<file path="src/rtl/uart_ctrl_pkg.sv">
// Shared UART control definitions: arbiter state encoding, transfer timeout
// default and 100 MHz baud divisors.
`timescale 1ns/100ps
package uart_ctrl_pkg;

  typedef enum logic [1:0] {
    ST_IDLE     = 2'd0,
    ST_LAUNCH   = 2'd1,
    ST_WAIT_END = 2'd2,
    ST_DONE     = 2'd3
  } state_e;

  localparam int unsigned TO_CYCLES_DEF = 100000;

  // clk cycles per bit at 100 MHz
  localparam int unsigned BAUD_DIV_9600   = 10417;
  localparam int unsigned BAUD_DIV_19200  = 5208;
  localparam int unsigned BAUD_DIV_57600  = 1736;
  localparam int unsigned BAUD_DIV_115200 = 868;

endpackage

</file>
<file path="src/rtl/rr_arbiter.sv">
// Round-robin priority scan: picks the first requester at or after ptr+1
// (mod N_REQ) and returns it one-hot and as a binary index.
`timescale 1ns/100ps
module rr_arbiter #(
  parameter  int unsigned N_REQ = 4,
  localparam int unsigned IW    = (N_REQ > 1) ? $clog2(N_REQ) : 1
) (
  input  logic [N_REQ-1:0] req,
  input  logic [IW-1:0]    ptr,
  output logic [N_REQ-1:0] sel,
  output logic [IW-1:0]    idx
);
  localparam int unsigned SW = IW + 1;

  logic [IW-1:0]    start;
  logic [IW-1:0]    off;
  logic [N_REQ-1:0] rot;
  logic [SW-1:0]    sum;
  logic             hit;

  // Rotate so the top-priority requester sits at bit 0, find the lowest set
  // bit, then rotate the offset back into an absolute index.
  always_comb begin
    start = (ptr == IW'(N_REQ - 1)) ? '0 : ptr + IW'(1);
    rot   = N_REQ'({req, req} >> start);
    off   = '0;
    hit   = 1'b0;
    for (int j = N_REQ - 1; j >= 0; j--) begin
      if (rot[j]) begin
        off = IW'(j);
        hit = 1'b1;
      end
    end
    sum = SW'(start) + SW'(off);
    idx = (sum >= SW'(N_REQ)) ? IW'(sum - SW'(N_REQ)) : IW'(sum);
    sel = hit ? (N_REQ'(1) << idx) : '0;
  end

endmodule

</file>
<file path="src/rtl/uart_tx_arbiter.sv">
// Shares one UART transmitter among N_REQ requesters: round-robin grant,
// byte hand-off, completion tracking via the transmitter busy flag, timeout.
`timescale 1ns/100ps
module uart_tx_arbiter
  import uart_ctrl_pkg::*;
#(
  parameter int unsigned N_REQ     = 4,
  parameter int unsigned TO_CYCLES = TO_CYCLES_DEF
) (
  input  logic               clk,
  input  logic               rst_n,
  input  logic [N_REQ-1:0]   req,
  input  logic [8*N_REQ-1:0] req_data,
  output logic [N_REQ-1:0]   grant,
  output logic [N_REQ-1:0]   ack,
  output logic               err,
  output logic               busy,
  output logic               tx_ready,
  output logic [7:0]         tx_byte,
  input  logic               tx_status
);
  localparam int unsigned   IW       = (N_REQ > 1) ? $clog2(N_REQ) : 1;
  localparam int unsigned   CW       = (TO_CYCLES > 1) ? $clog2(TO_CYCLES) : 1;
  localparam logic [CW-1:0] CNT_LAST = CW'(TO_CYCLES - 1);

  state_e           state;
  logic             st_q1;
  logic             st_s;
  logic [IW-1:0]    ptr;
  logic [IW-1:0]    own_idx;
  logic [IW-1:0]    arb_idx;
  logic [N_REQ-1:0] arb_sel;
  logic [CW-1:0]    cnt;
  logic             cnt_last;

  rr_arbiter #(.N_REQ(N_REQ)) u_rr (
    .req (req),
    .ptr (ptr),
    .sel (arb_sel),
    .idx (arb_idx)
  );

  assign cnt_last = (cnt == CNT_LAST);

  // tx_status comes from the baud-clock domain
  always_ff @(posedge clk or negedge rst_n) begin
    if (!rst_n) begin
      st_q1 <= 1'b0;
      st_s  <= 1'b0;
    end else begin
      st_q1 <= tx_status;
      st_s  <= st_q1;
    end
  end

  // Transfer FSM; the phase counter saturates at CNT_LAST, which ends the phase.
  always_ff @(posedge clk or negedge rst_n) begin
    if (!rst_n) begin
      state    <= ST_IDLE;
      ptr      <= IW'(N_REQ - 1);
      own_idx  <= '0;
      cnt      <= '0;
      grant    <= '0;
      ack      <= '0;
      err      <= 1'b0;
      busy     <= 1'b0;
      tx_ready <= 1'b0;
      tx_byte  <= 8'h00;
    end else begin
      case (state)
        ST_IDLE: begin
          if (|req) begin
            grant    <= arb_sel;
            own_idx  <= arb_idx;
            tx_byte  <= req_data[8*arb_idx +: 8];
            tx_ready <= 1'b1;
            busy     <= 1'b1;
            cnt      <= '0;
            state    <= ST_LAUNCH;
          end
        end
        ST_LAUNCH: begin
          if (st_s) begin
            tx_ready <= 1'b0;
            cnt      <= '0;
            state    <= ST_WAIT_END;
          end else if (cnt_last) begin
            tx_ready <= 1'b0;
            ack      <= grant;
            err      <= 1'b1;
            state    <= ST_DONE;
          end else begin
            cnt <= cnt + CW'(1);
          end
        end
        ST_WAIT_END: begin
          if (!st_s) begin
            ack   <= grant;
            state <= ST_DONE;
          end else if (cnt_last) begin
            ack   <= grant;
            err   <= 1'b1;
            state <= ST_DONE;
          end else begin
            cnt <= cnt + CW'(1);
          end
        end
        ST_DONE: begin
          grant <= '0;
          ack   <= '0;
          err   <= 1'b0;
          busy  <= 1'b0;
          ptr   <= own_idx;
          state <= ST_IDLE;
        end
        default: state <= ST_IDLE;
      endcase
    end
  end

endmodule
</file>
<file path="config.mk">
export PLATFORM = sky130hd
export DESIGN_NAME = uart_tx_arbiter
export DESIGN_NICKNAME = d
export VERILOG_FILES = /design/src/rtl/uart_ctrl_pkg.sv /design/src/rtl/rr_arbiter.sv /design/src/rtl/uart_tx_arbiter.sv
export SDC_FILE = /design/constraint.sdc
export NUM_CORES = 1
export LEC_CHECK = 0
export ABC_AREA = 1
export BUFFER_PORTS_ARGS = -buffer_cell sky130_fd_sc_hd__buf_2
export CAP_MARGIN = 20
export CORE_MARGIN = 2
export CORE_UTILIZATION = 45
export CTS_CLUSTER_DIAMETER = 40
export DETAILED_ROUTE_END_ITERATION = 6
export GPL_ROUTABILITY_DRIVEN = 0
export PLACE_DENSITY = 0.68
export SLEW_MARGIN = 20
export SYNTH_ARGS = -nofsm -noshare
export SYNTH_HDL_FRONTEND = slang
export SYNTH_SLANG_ARGS = --single-unit
</file>
<file path="constraint.sdc">
create_clock -name clk -period 3.6 [get_ports clk]
set_clock_uncertainty 0.15 [all_clocks]
set_input_delay 0.18 -clock clk [delete_from_list [all_inputs] [get_ports clk]]
set_output_delay 0.18 -clock clk [all_outputs]
set_load 0.01 [all_outputs]
</file>
==> results of run 1 <==
through the flow:
stage	cell area [um2]	std cells	total power, mW
after floorplan	2680	338	2.30
after global placement	3040	467	2.63
after detailed placement	3040	467	2.68
after CTS	3180	477	3.09
after global routing	3190	477	3.35
final	3190	477	3.07
critical path, cell delays in order, from the launching register on:
cell	delay, ps
dfstp_2	580
ha_1	310
inv_1	160
nand3_1	120
a31oi_1	200
nor2_1	70
ha_1	190
xor2_1	270
inv_1	120
nand3_4	160
nand2_4	140
inv_1	120
o21ai_0	80
Yosys cell counts (all sizes together), types with 2 or more instances:
cell | instances | area [um2]
nand2 | 89 | 387
dfrtp | 42 | 1050
inv | 40 | 150
nand3 | 38 | 208
nor2 | 27 | 116
nor3 | 18 | 100
o21ai | 17 | 85.1
mux2i | 16 | 160
a21oi | 11 | 55.1
ha | 9 | 113
nand4 | 5 | 31.3
o22ai | 4 | 25.0
xor2 | 4 | 35.0
buf | 3 | 21.3
clkbuf | 2 | 7.51
dfstp | 2 | 52.6
nor3b | 2 | 15.0
power groups by stage:
stage | logic [mW] | clock network [mW] | registers (mW)
after floorplan | 1.53 | 0 | 0.769
after global placement | 1.89 | 0 | 0.740
after detailed placement | 1.94 | 0 | 0.738
after CTS | 1.94 | 0.411 | 0.733
after global routing | 2.18 | 0.428 | 0.749
final | 1.93 | 0.404 | 0.731
flip-flops by register name, indices dropped and copies added (netlist names):
signal	count
cnt	17
tx_byte	8
ack	4
grant	4
own_idx	2
ptr	2
state	2
busy	1
err	1
st_q1	1
st_s	1
tx_ready	1
routing by layer:
metal	GRT usage, %	wire length [um]
met1	28.3	3000
met2	30.4	2570
met3	3.78	261
met4	4.92	46
met5	0	0
layout make-up:
cell class / instances / share of cell area [%]
Clock buffer: 6 / 2.59
Multi-Input combinational cell: 248 / 43.7
Clock inverter: 2 / 1.22
Sequential cell: 44 / 34.6
Timing Repair Buffer: 61 / 10.1
Inverter: 41 / 4.83
Tap cell: 75 / 2.94
cell families (layout without fill, tap and decap cells):
logic type / Yosys count / after routing
compound gates: 36 / 36
xor+xnor: 4 / 4
mux: 17 / 17
fa+ha+maj: 9 / 9
simple gates: 182 / 182
flops: 44 / 44
buf+inv: 46 / 110
path summary, 6_finish.rpt:
check	endpoint	slack, ps	cells after the start
worst min-delay path	tx_byte[0]	70	5
max in group asynchronous	tx_byte[6]	2650	2
worst min register to register	st_s	210	0
worst max-delay path	own_idx[1]	800	12
min in group asynchronous	tx_ready	260	2
worst max register to register	own_idx[1]	800	12
==> impl_metrics.toml, run 1 <==
[die]
die_h_um = 81.1
boundaryPins = 58
die_w_um = 81.1
start_util_pct = 45.8
std_cell_rows = 28
core_mm2 = 0.00585
fp.dieArea_mm2 = 0.00658

[global_routing]
grt_pass1_wl_um = 10100
grt.overflow.total = 0
grt_antenna_before_repair = 0
grt_usage_pct = 19.6
grt_max_degree = 45
grt_pass1_vias = 2367

[power]
switchingPower_mw = 1.47
pwr-share-clk_pct = 13.2
combPwrFrac_pct = 63.0
vdd_drop_max_mv = 0.607
leakage_nw = 1.61
powerDensity_mw_per_mm2 = 963
intPower_mw = 1.60
pwr-share-seq_pct = 23.8
switching_share_pct = 47.9

[route]
vias_per_cell = 5.04
first_pass_iters = 4
route.detailed.drc = 0
dr.first_iter.drc_count = 156
wl_per_cell_um = 12.3
routed_wl_um = 5880
vias = 2404
ant_nets = 0

[sta]
drv_slew = 0
finalSetupTns_ps = 0
fmaxAchievable_ghz = 0.358
finalHoldViolCount = 0
period_share_pct = 77.7
fin_ws_ps = 803
holdWs_ps = 65.1
worstMarginPinSlew_ps = 661
rsz0062_at_grt = "false"
slew_headroom_pct = 55.5
setup_viol = 0
period_minus_slack_ps = 2800

[synth]
synth_mux_area_share_pct = 6.40
synth_nets = 386
synth_top_family_by_area = "simple AND/OR/NAND/NOR gates"
avgSynthCellArea_um2 = 7.92
synth_xor_area_share_pct = 1.31
synth_simple_gate_area_share_pct = 32.8
synth_cell_types = 34
yosys_warnings = 0
synth_edf_count = 0
synth-seq-cells = 44
synth_compound_area_share_pct = 7.29
synth_seq_area_share_pct = 41.2
async_reset_ff_share_pct = 100
syn_inst = 338
yosys.area_share.adder_pct = 4.21
synth_ff_type = "dfrtp_1"
syn_area_mm2 = 0.00268

[cts]
clk_root_buffer_cell = "clkbuf_8"
cts_setup_buffers = 0
hold_buffers = 2
clock_sinks = 44
cts_resized = 0
cts_tree = "built"
clock_latency_ps = 300
cts-htree-levels = 2
clkSlewWorstSetupHoldPaths_ps = 90
cts_max_path_buffers = 2
cts_buffers = 5

[critical_path]
critical_path_class = "flop to flop"
crit_path_start_kind = "flop"
endpoint_kind = "flop"
crit_start = "ptr[0]"
required_ps = 3610
rr_startpoint = "ptr[0]"
cp.arrival_ps = 2810
crit_fanout = 11

[layout]
fin_util_pct = 54.5
nNetsFinal = 449
regArea_mm2 = 0.00110
final_cell_mix = "nand2_1, buf_2, dfrtp_1"
antenna_cells = 0
layout-drive-gt1-share_pct = 23.1
multiInputGateArea_mm2 = 0.00139
area_delta_synth_final_pct = 19.0
nFillCells = 548
final_common_cell = "nand2_1"

[status]
status = "completed"

[placement]
io_buffers = 57
hpwl_um = 4490
pre_cts_slack_ps = 821

[min_path]
holdCritPathClass = "input port to flop"
hp-start = "req_data[16]"

[run]
cap_violations = 0
Power figures use the tool's default switching activity.
==> inputs of run 2 (changes only) <==
clock period = 2.7 ns   (was 3.6 ns; I/O delays follow)
==> run 2 against run 1 <==
Clock-buffer cell count is the same; critical path type unchanged; sequential cell count did not move; non-clock buffer count increased by 3; cell area up 2.5%; register-to-register slack lost 650 ps; routed wire length increased by 1.5%; fmax increased by 9.6%; global-route usage down 0.38 points.
==> impl_metrics.toml, run 2 (same netlist as run 1, synthesis figures left out) <==
[status]
status = "completed"

[route]
wl_per_cell_um = 12.4
vias_per_cell = 5.13
ant_nets = 0
vias = 2471
routed_wl_um = 5960
first_pass_iters = 4
dr.first_iter.drc_count = 133
route.detailed.drc = 0

[power]
finalPower_mw = 4.45
intPower_mw = 2.34
pwr-share-clk_pct = 12.2
powerDensity_mw_per_mm2 = 1360
pwr-share-seq_pct = 21.7
switchingPower_mw = 2.11
switching_share_pct = 47.4
vdd_drop_max_mv = 0.955
combPwrFrac_pct = 66.1
leakage_nw = 1.64

[die]
std_cell_rows = 28
die_w_um = 81.1
core_mm2 = 0.00585
die_h_um = 81.1
fp.dieArea_mm2 = 0.00658
boundaryPins = 58
start_util_pct = 45.8

[critical_path]
r2r_end = "tx_byte[1]"
endpoint = "tx_byte[1]"
reg2reg_depth = 11
slowest_stage = "dfstp_2"
max_stage_delay_ps = 540
crit_path_start_kind = "flop"
crit_buf_inv = 2
cp.arrival_ps = 2600
critical_path_class = "flop to flop"
crit_cells = 11
rrSetupSlack_ps = 150
rr_startpoint = "ptr[1]"
crit_fanout = 18
required_ps = 2750
path_delay_family = "adder cells"
crit_start = "ptr[1]"
endpoint_kind = "flop"
cp_cell_sequence = "ha_2 -> inv_2 -> nand3_1 -> a31oi_1 -> nor2_1 -> ha_2 -> buf_12 -> mux2i_1 -> nand2_2 -> nand3_1 -> nand2_1"

[min_path]
holdCritPathClass = "input port to flop"

[layout]
largest_register_ffs = 17
top_register = "cnt"
nNetsFinal = 454
stdcell_area_mm2 = 0.00327
area_delta_synth_final_pct = 22.0
nFillCells = 523
final_common_cell = "nand2_1"
final_cell_mix = "nand2_1, buf_2, dfrtp_1"
reg_top3 = "cnt: 17 flops, tx_byte: 8 flops"
fin_util_pct = 55.8
layout-drive-gt1-share_pct = 25.6
antenna_cells = 0

[placement]
hpwl_um = 4400
placed_area_mm2 = 0.00307
pre_cts_slack_ps = 49.0
io_buffers = 57

[global_routing]
grt_pass1_vias = 2172
grt.overflow.total = 0
grt_pass1_wl_um = 9950
grt_antenna_before_repair = 0
grt_max_degree = 45
grt_usage_pct = 19.2

[cts]
clock_latency_ps = 300
clkSlewWorstSetupHoldPaths_ps = 90
clock_sinks = 44
clk_root_buffer_cell = "clkbuf_8"
cts-htree-levels = 2
cts_tree = "built"
cts_buffers = 5
cts_max_path_buffers = 2

[sta]
period_share_pct = 94.5
slew_headroom_pct = 62.1
period_minus_slack_ps = 2550
finalHoldViolCount = 0
setup_viol = 0
fmaxAchievable_ghz = 0.392
fin_ws_ps = 149
worstMarginPinSlew_ps = 568
drv_slew = 0

[run]
cap_violations = 0
## run 2: cell types whose count changed in the layout (fill, tap and decap cells not counted), sizes merged
| cell | before | now |
|---|---|---|
| buf | 59 | 62 |
| nand2 | 89 | 90 |
| nand3 | 38 | 39 |
## run 2: worst min-delay path: stages
cell,delay (ps)
buf_2,70
mux2i_1,60
nand2_2,60
nand3_1,60
nand2_1,60
## run 2: layout make-up
class,instances,area [um2],share of cell area (%)
multi-input combinational,250,1440,44.0
sequential,44,1100,33.8
timing repair buffer,64,358,11.0
inverter,41,154,4.71
tap,75,93.8,2.87
clock buffer,6,82.6,2.53
clock inverter,2,38.8,1.19
## run 2: worst min-delay path by stage
stage | depth (start not counted) | slack, ps | end | startpoint
floorplan | 0 | -310 | ack[0] | rst_n
global placement | 1 | 100 | st_q1 | tx_status
detailed placement | 1 | 90 | st_q1 | tx_status
CTS | 5 | 20 | tx_byte[5] | req_data[21]
global route | 5 | 30 | tx_byte[2] | req_data[26]
finish | 5 | 20 | tx_byte[5] | req_data[21]
## run 2: power by group through the flow
stage / combinational (mW) / clock (mW) / sequential, mW
2_1_floorplan: 2.05 / 0 / 1.03
3_3_place_gp: 2.67 / 0 / 0.986
5_1_grt: 3.24 / 0.587 / 0.989
6_report: 2.94 / 0.544 / 0.966
4_1_cts: 2.70 / 0.554 / 0.974
3_5_place_dp: 2.70 / 0 / 0.983
## run 2: repair_timing
action,CTS,global route
gates resized for setup,0,7
hold buffers,2,0
setup endpoints to repair,0,18
hold endpoints to repair,43,0
buffers inserted,0,1
## run 2: per-stage QoR
step                      hold slack (ps)  setup TNS (ps)  cells
after CTS                            18.0               0    479
after global placement               95.9               0    469
after global routing                 27.6           -6.58    482
final                                17.3               0    482
after detailed placement             94.9               0    469
after floorplan                      -311               0    338
## run 2: metal layers
metal  vias to the layer above  global-route usage (%)  share of wire (%)
li1                       1251                       -                  -
met1                      1145                    28.5                 50
met2                        71                    28.9                 44
met3                         4                    4.56                5.3
met4                         0                    3.56               0.74
met5                         -                       0                  0
==> inputs of run 3 (changes only) <==
CTS_BUF_LIST = sky130_fd_sc_hd__clkbuf_16   (was unset)
==> run 3 against run 2 <==
Die area unchanged; combinational power about the same; clock power is 27% higher; non-clock buffer count shrank 1; sequential share of layout area down 0.57 points; highest routed layer unchanged.
==> impl_metrics.toml, run 3 (same netlist as run 1, synthesis figures left out) <==
[status]
status = "completed"

[global_routing]
grt_max_degree = 45
grt_usage_pct = 19.5
grt_pass1_wl_um = 10100
grt_antenna_before_repair = 0
grt_pass1_vias = 2184
grt.overflow.total = 0

[placement]
io_buffers = 57
pre_cts_slack_ps = 49.0
hpwl_um = 4400

[cts]
clock_latency_ps = 280
cts_tree = "built"
clkSlewWorstSetupHoldPaths_ps = 60
cts_buffers = 5
cts_max_path_buffers = 2
cts-htree-levels = 2
clock_sinks = 44
clk_root_buffer_cell = "clkbuf_16"

[route]
vias = 2445
dr.first_iter.drc_count = 128
route.detailed.drc = 0
vias_per_cell = 5.08
wl_per_cell_um = 12.5
routed_wl_um = 6000
first_pass_iters = 4
ant_nets = 0

[sta]
finalSetupTns_ps = 0
fin_ws_ps = 144
period_minus_slack_ps = 2560
finalHoldViolCount = 0
worstMarginPinSlew_ps = 552
period_share_pct = 94.7
fmaxAchievable_ghz = 0.391
drv_slew = 0
slew_headroom_pct = 62.8
setup_viol = 0

[power]
finalPower_mw = 4.63
vdd_drop_max_mv = 0.987
powerDensity_mw_per_mm2 = 1390
leakage_nw = 1.65

[min_path]
holdCritPathClass = "input port to flop"
hp-start = "req_data[21]"

[critical_path]
crit_start = "ptr[0]"
slowest_stage = "dfstp_2"
endpoint_kind = "flop"
rr_startpoint = "ptr[0]"
crit_buf_inv = 2
critical_path_class = "flop to flop"
crit_path_start_kind = "flop"
max_stage_delay_ps = 590
required_ps = 2730
cp_cell_sequence = "ha_4 -> inv_1 -> nand2_4 -> nand2_1 -> nand3_2 -> nand2_2 -> a31oi_1 -> nor2_1 -> ha_2 -> buf_12 -> mux2i_1 -> nand2_2 -> nand3_1 -> nand2_1"
cp.arrival_ps = 2580
path_delay_family = "flip-flops"
crit_fanout = 18

[die]
boundaryPins = 58
start_util_pct = 45.8
die_w_um = 81.1
std_cell_rows = 28
fp.dieArea_mm2 = 0.00658
die_h_um = 81.1
core_mm2 = 0.00585

[run]
cap_violations = 0

[layout]
area_delta_synth_final_pct = 24.1
reg_top3 = "cnt: 17 flops, tx_byte: 8 flops"
largest_register_ffs = 17
layout-drive-gt1-share_pct = 25.6
top_register = "cnt"
antenna_cells = 0
final_common_cell = "nand2_1"
final_cell_mix = "nand2_1, buf_2, dfrtp_1"
fin_util_pct = 56.8
nFillCells = 513
nNetsFinal = 453
[run 3: cell types whose count changed in the layout (fill, tap and decap cells not counted)]
cell       previous run  this run
ha_2                  2         1
clkbuf_16             0         5
buf_4                 5         4
clkinv_1              1         2
clkbuf_8              6         0
ha_4                  0         1
mux2i_2               0         2
mux2i_1              16        14
[run 3: power by group]
group          total, mW  switching [mW]  internal (mW)  leakage [nW]
Combinational       2.96            1.76           1.20          1.00
Sequential         0.981           0.118          0.863         0.570
Clock              0.691           0.256          0.435        0.0814
Total               4.63            2.13           2.50          1.65
[run 3: final cells by class]
type                            instances  area [um2]  share of cell area [%]
Multi-Input combinational cell        250        1450                    43.7
Timing Repair Buffer                   63         350                    10.5
Inverter                               41         154                    4.63
Clock buffer                            5         125                    3.77
Clock inverter                          3        42.5                    1.28
Sequential cell                        44        1100                    33.2
Tap cell                               75        93.8                    2.82
[run 3: worst min-delay path, cell delays in order]
cell	delay, ps
buf_2	70
mux2i_1	60
nand2_2	60
nand3_1	60
nand2_1	60
[run 3: repair_timing]
item / CTS / global route
hold buffers: 2 / 0
gates resized for setup: 0 / 10
endpoints found under the hold margin: 43 / 0
endpoints found under the setup margin: 0 / 18
setup buffers: 0 / 0
[run 3: layer usage]
metal	part of all wire (%)	vias to the layer above	GRT usage, %	wire (um)
met5	0	-	0	0
met3	5.0	2	4.22	302
met2	45	71	29.8	2680
li1	-	1251	-	-
met1	50	1121	28.6	3000
met4	0.32	0	3.56	19
[run 3: final timing paths]
check / end / slack, ps / cells past startpoint
worst max register to register: tx_byte[1] / 140 / 14
worst min register to register: st_s / 200 / 0
max in group asynchronous: ack[3] / 1780 / 2
worst max-delay path: tx_byte[1] / 140 / 14
worst min-delay path: tx_byte[5] / 40 / 5
min in group asynchronous: tx_ready / 240 / 2
[run 3: stage by stage]
| stage | area (um2) | hold WS, ps | instances |
|---|---|---|---|
| CTS | 3260 | 41.4 | 479 |
| floorplan | 2680 | -311 | 338 |
| detailed placement | 3070 | 94.9 | 469 |
| finish | 3320 | 42.0 | 481 |
| global route | 3320 | 55.1 | 481 |
| global placement | 3070 | 95.9 | 469 |
